### src/rtl/eq.sv
// Registered WIDTH-bit equality comparator: zero flag, per-bit difference mask and
// lowest differing bit index, one cycle after each accepted compare. Optional EQ_MASK_EN adds compare_mask.
module eq #(
  parameter int WIDTH = 20,
  parameter int IDX_W = $clog2(WIDTH)
) (
  input  logic             clk,
  input  logic             rst_n,
  input  logic             in_valid,
  input  logic [WIDTH-1:0] register_A,
  input  logic [WIDTH-1:0] register_B,
`ifdef EQ_MASK_EN
  input  logic [WIDTH-1:0] compare_mask,
`endif
  output logic             zero_flag,
  output logic             out_valid,
  output logic [WIDTH-1:0] diff_mask,
  output logic [IDX_W-1:0] first_diff_idx
);

  // Priority encoder: scanning from the MSB down lets the lowest set bit win.
  function automatic logic [IDX_W-1:0] lowest_set(input logic [WIDTH-1:0] v);
    logic [IDX_W-1:0] idx;
    idx = '0;
    for (int i = WIDTH - 1; i >= 0; i--) begin
      if (v[i]) idx = IDX_W'(i);
    end
    return idx;
  endfunction

  logic [WIDTH-1:0] mask_p0;
  logic [WIDTH-1:0] diff_p0;
  logic             zero_p0;
  logic [IDX_W-1:0] idx_p0;
  logic             vld_p0;

`ifdef EQ_MASK_EN
  assign mask_p0 = compare_mask;
`else
  assign mask_p0 = '1;
`endif

  assign vld_p0  = in_valid;
  assign diff_p0 = (register_A ^ register_B) & mask_p0;
  assign zero_p0 = ~|diff_p0;
  assign idx_p0  = lowest_set(diff_p0);

  // ---- p0 -> p1 register boundary ----
  always_ff @(posedge clk) begin
    if (!rst_n) begin
      zero_flag      <= 1'b1;
      out_valid      <= 1'b0;
      diff_mask      <= '0;
      first_diff_idx <= '0;
    end else begin
      out_valid <= vld_p0;
      if (vld_p0) begin
        zero_flag      <= zero_p0;
        diff_mask      <= diff_p0;
        first_diff_idx <= idx_p0;
      end
    end
  end

endmodule

### config.mk
export PLATFORM = sky130hd
export DESIGN_NAME = eq
export DESIGN_NICKNAME = d
export VERILOG_FILES = /design/src/rtl/eq.sv
export SDC_FILE = /design/constraint.sdc
export NUM_CORES = 1
export LEC_CHECK = 0
export CORE_MARGIN = 2
export CORE_UTILIZATION = 40
export CTS_CLUSTER_SIZE = 24
export DETAILED_ROUTE_END_ITERATION = 10
export PLACE_DENSITY = 0.8
export SYNTH_ARGS = -nofsm -noshare
export SYNTH_HDL_FRONTEND = slang
export SYNTH_SLANG_ARGS = --single-unit
### constraint.sdc
create_clock -name clk -period 1.5 [get_ports clk]
set_input_delay 0.3 -clock clk [delete_from_list [all_inputs] [get_ports clk]]
set_output_delay 0.3 -clock clk [all_outputs]
set_load 0.02 [all_outputs]
==> flow_summary_export.csv, run 1 <==
group,metric,value,unit
cts,root_buffer,"clkbuf_4",
timing,period_share,0.984,
logic_synthesis,yosysWarnings,0,
timing,fmax,0.678,GHz
global_route,grt_pass1_wl,6.02,mm
logic_synthesis,ys_seq_elements,27,
worst_hold_path,min-delay-start,"first_diff_idx[3]$_SDFFE_PN0P_",
logic_synthesis,synth_top_area_cell,"dfxtp_1",
global_route,grt_pass1_vias,1373,
cts,holdBufCountCts,0,
drt,avgRoutedWirePerCell,13.3,um
drt,ant_nets,0,
finish,final_util,0.702,
finish,area_growth,68.1,%
drt,drc_errors,0,
finish,antenna_cells,0,
power_and_ir_drop,power_frac_clock,0.192,
placed_design,place_congestion,0.734,
finish,layout_commonest_cell,"clkdlybuf4s50_1",
global_route,track_usage,0.184,
timing,drv_slew,0,
worst_setup_path,crit_type,"in -> reg",
cts,clkSinkCount,27,
placed_design,placed_cells,277,
logic_synthesis,netlist_instances,149,
global_route,globalRouteOverflowTotal,0,
logic_synthesis,synth-async-reset-ratio,0,
logic_synthesis,synth_area,1390,um^2
cts,cts_tree,"done",
power_and_ir_drop,p_int,1.20,mW
worst_setup_path,rr_endpoint,"first_diff_idx[0]$_SDFFE_PN0P_",
finish,mostFrequentLayoutCells,"clkdlybuf4s50_1 (42), dfxtp_1 (27), dlygate4sd2_1 (27), nand2_1 (26), buf_4 (22)",
timing,tightestPinTransition,0.301,ns
timing,finalHoldViolations,0,
cts,cts_made_buffers,3,
timing,slew_headroom,0.798,
worst_setup_path,arrival,1.73,ns
floorplanning,placementRows,21,
worst_setup_path,crit_start,"register_B[16]",
timing,skew,0,ns
power_and_ir_drop,p_seq_frac,0.455,
power_and_ir_drop,combPwrFrac,0.353,
worst_setup_path,r2r_setup_slack,0.65,ns
timing,setup_violations,0,
floorplanning,core_area,3340,um^2
cts,clock_latency,0.34,ns
worst_setup_path,endpoint,"first_diff_idx[0]$_SDFFE_PN0P_",
drt,dr.pass1.iters,4,
finish,final_layout_size_suffix_gt1_frac,0.177,
run,drv_cap,0,
global_route,antenna_found_initial,0,
logic_synthesis,postSynthAreaPerCell,9.35,um^2
worst_setup_path,slowest_delay,0.44,ns
status,status,"completed",
placed_design,dp_hpwl,2.81,mm
floorplanning,die_h,63.0,um
drt,viasPerCell,5.02,
power_and_ir_drop,power_per_cell_area,743,nW/um^2
finish,fin_cells,283,
floorplanning,die-area,3970,um^2
worst_setup_path,rr_worst_depth,3,
global_route,grt_max_degree,30,
timing,min_period,1.48,ns
logic_synthesis,seq_area_frac_synth,0.388,
worst_hold_path,holdCritPathClass,"reg -> reg",
logic_synthesis,syn-num-nets,192,
logic_synthesis,synthFlopType,"dfxtp_1",
finish,fillers,288,
logic_synthesis,ys_types,36,
power_and_ir_drop,switchingPower,0.539,mW
worst_setup_path,start_kind,"primary input",
power_and_ir_drop,swShare,0.310,
cts,clkTransAtPathRegs,0.16,ns
drt,routed-via-count,1420,
drt,finalWirelength,3.76,mm
logic_synthesis,synth_edf_count,0,
worst_setup_path,cp_data_required_time,1.76,ns
placed_design,port_buffers,69,
drt,drt_iter0_markers,44,
floorplanning,dieWidth,63.0,um
power_and_ir_drop,ir_drop,0.434,mV
worst_setup_path,end_kind,"flop",
worst_setup_path,crit_chain,"clkdlybuf4s50_1 > xnor2_2 > nand2b_1 > a31oi_1 > a211o_1 > a221oi_2",
finish,fin_nets,281,
logic_synthesis,ys_top_cells_by_area,"dfxtp_1 (39%), o211a_1 (12%), xnor2_1 (8.8%), nand2_1 (7.0%), xnor2_2 (4.7%)",
logic_synthesis,synth_top_area_frac,0.388,
cts,clock_path_buffers,2,
power_and_ir_drop,p_leak,1.13,nW
floorplanning,floorplan.initialDensity,0.417,
worst_setup_path,path_max_fanout,4,
worst_setup_path,r2r_start,"first_diff_idx[0]$_SDFFE_PN0P_",
floorplanning,pin_count,70,
cts,htreeDepth,1,
worst_setup_path,timing.critical_path.slowest_stage_cell,"clkdlybuf4s50_1",
flip-flops by register name (all words and copies together) (netlist names):
name,count
out_valid,1
zero_flag,1
diff_mask,20
first_diff_idx,5
cell families after synthesis:
group / Yosys count / share of synthesized area
compound gates: 40 / 0.242
xor+xnor: 23 / 0.180
buf+inv: 11 / 0.0296
flops: 27 / 0.388
simple gates: 48 / 0.161
synthesized netlist by cell type (2+ instances only):
cell	number
a21oi_1	3
nand3_1	8
o21ai_1	2
dfxtp_1	27
o211a_1	17
nand2_1	26
a21boi_1	2
inv_1	3
clkbuf_1	8
o21ai_0	4
nor2b_1	2
and2_1	2
xnor2_1	14
xor2_1	4
nor2_1	3
xnor2_2	4
metal layers:
| layer | track usage | part of all wire | vias to the layer above |
|---|---|---|---|
| met4 | 0.0417 | 0.014 | 0 |
| met5 | 0 | 0 | - |
| met3 | 0.0324 | 0.056 | 7 |
| li1 | - | - | 700 |
| met1 | 0.211 | 0.40 | 659 |
| met2 | 0.351 | 0.53 | 54 |
critical path: cells and delay by family:
kind / cells / cell delay [ns]
compound gates: 3 / 0.60
xor+xnor: 1 / 0.25
buf+inv: 1 / 0.44
simple gates: 1 / 0.15
worst min path at each step:
stage | endpoint | cells after the start
after floorplan | diff_mask[1]$_SDFFE_PN0P_ | 2
after global placement | first_diff_idx[3]$_SDFFE_PN0P_ | 2
after detailed placement | first_diff_idx[3]$_SDFFE_PN0P_ | 2
after CTS | first_diff_idx[3]$_SDFFE_PN0P_ | 2
after global routing | first_diff_idx[3]$_SDFFE_PN0P_ | 2
final | first_diff_idx[3]$_SDFFE_PN0P_ | 2
layout make-up:
type | count | area, um^2 | area share
Inverter | 3 | 11.3 | 0.00481
Multi-Input combinational cell | 111 | 860 | 0.367
Clock buffer | 3 | 22.5 | 0.00962
Clock inverter | 1 | 7.51 | 0.00321
Tap cell | 46 | 57.6 | 0.0246
Timing Repair Buffer | 92 | 842 | 0.360
Sequential cell | 27 | 541 | 0.231
power groups by stage:
stage                     logic [mW]  registers (mW)  clock network (mW)
after floorplan                0.223           0.870                   0
after global placement         0.609           0.808                   0
after detailed placement       0.620           0.810                   0
after CTS                      0.591           0.793               0.332
after global routing           0.661           0.801               0.369
final                          0.614           0.792               0.334
through the flow:
step	instance area [um^2]	hold WS [ns]	TNS (ns)	power (mW)	setup WS, ns
finish	2340	0.483	0	1.74	0.0243
global route	2340	0.511	-0.0569	1.83	-0.0386
CTS	2280	0.484	0	1.72	0.0102
detailed placement	2280	0.465	-1.79	1.43	-0.339
global placement	2280	0.456	-1.56	1.42	-0.295
floorplan	1390	0.527	0	1.09	0.246
what timing repair did:
item,CTS,global route
pin swaps,0,4
resized for setup,28,6
endpoints found under the setup margin,28,5
buffers inserted,0,2
Power figures use the tool's default switching activity.
==> run 2: changes to the inputs <==
--- a/config.mk
+++ b/config.mk
@@ -9,6 +9,7 @@
 export CORE_UTILIZATION = 40
 export CTS_CLUSTER_SIZE = 24
 export DETAILED_ROUTE_END_ITERATION = 10
+export HOLD_SLACK_MARGIN = 0.12
 export PLACE_DENSITY = 0.8
 export SYNTH_ARGS = -nofsm -noshare
 export SYNTH_HDL_FRONTEND = slang
==> results of run 2 <==
Final layout, timing and power as in run 1 (identical DEF).
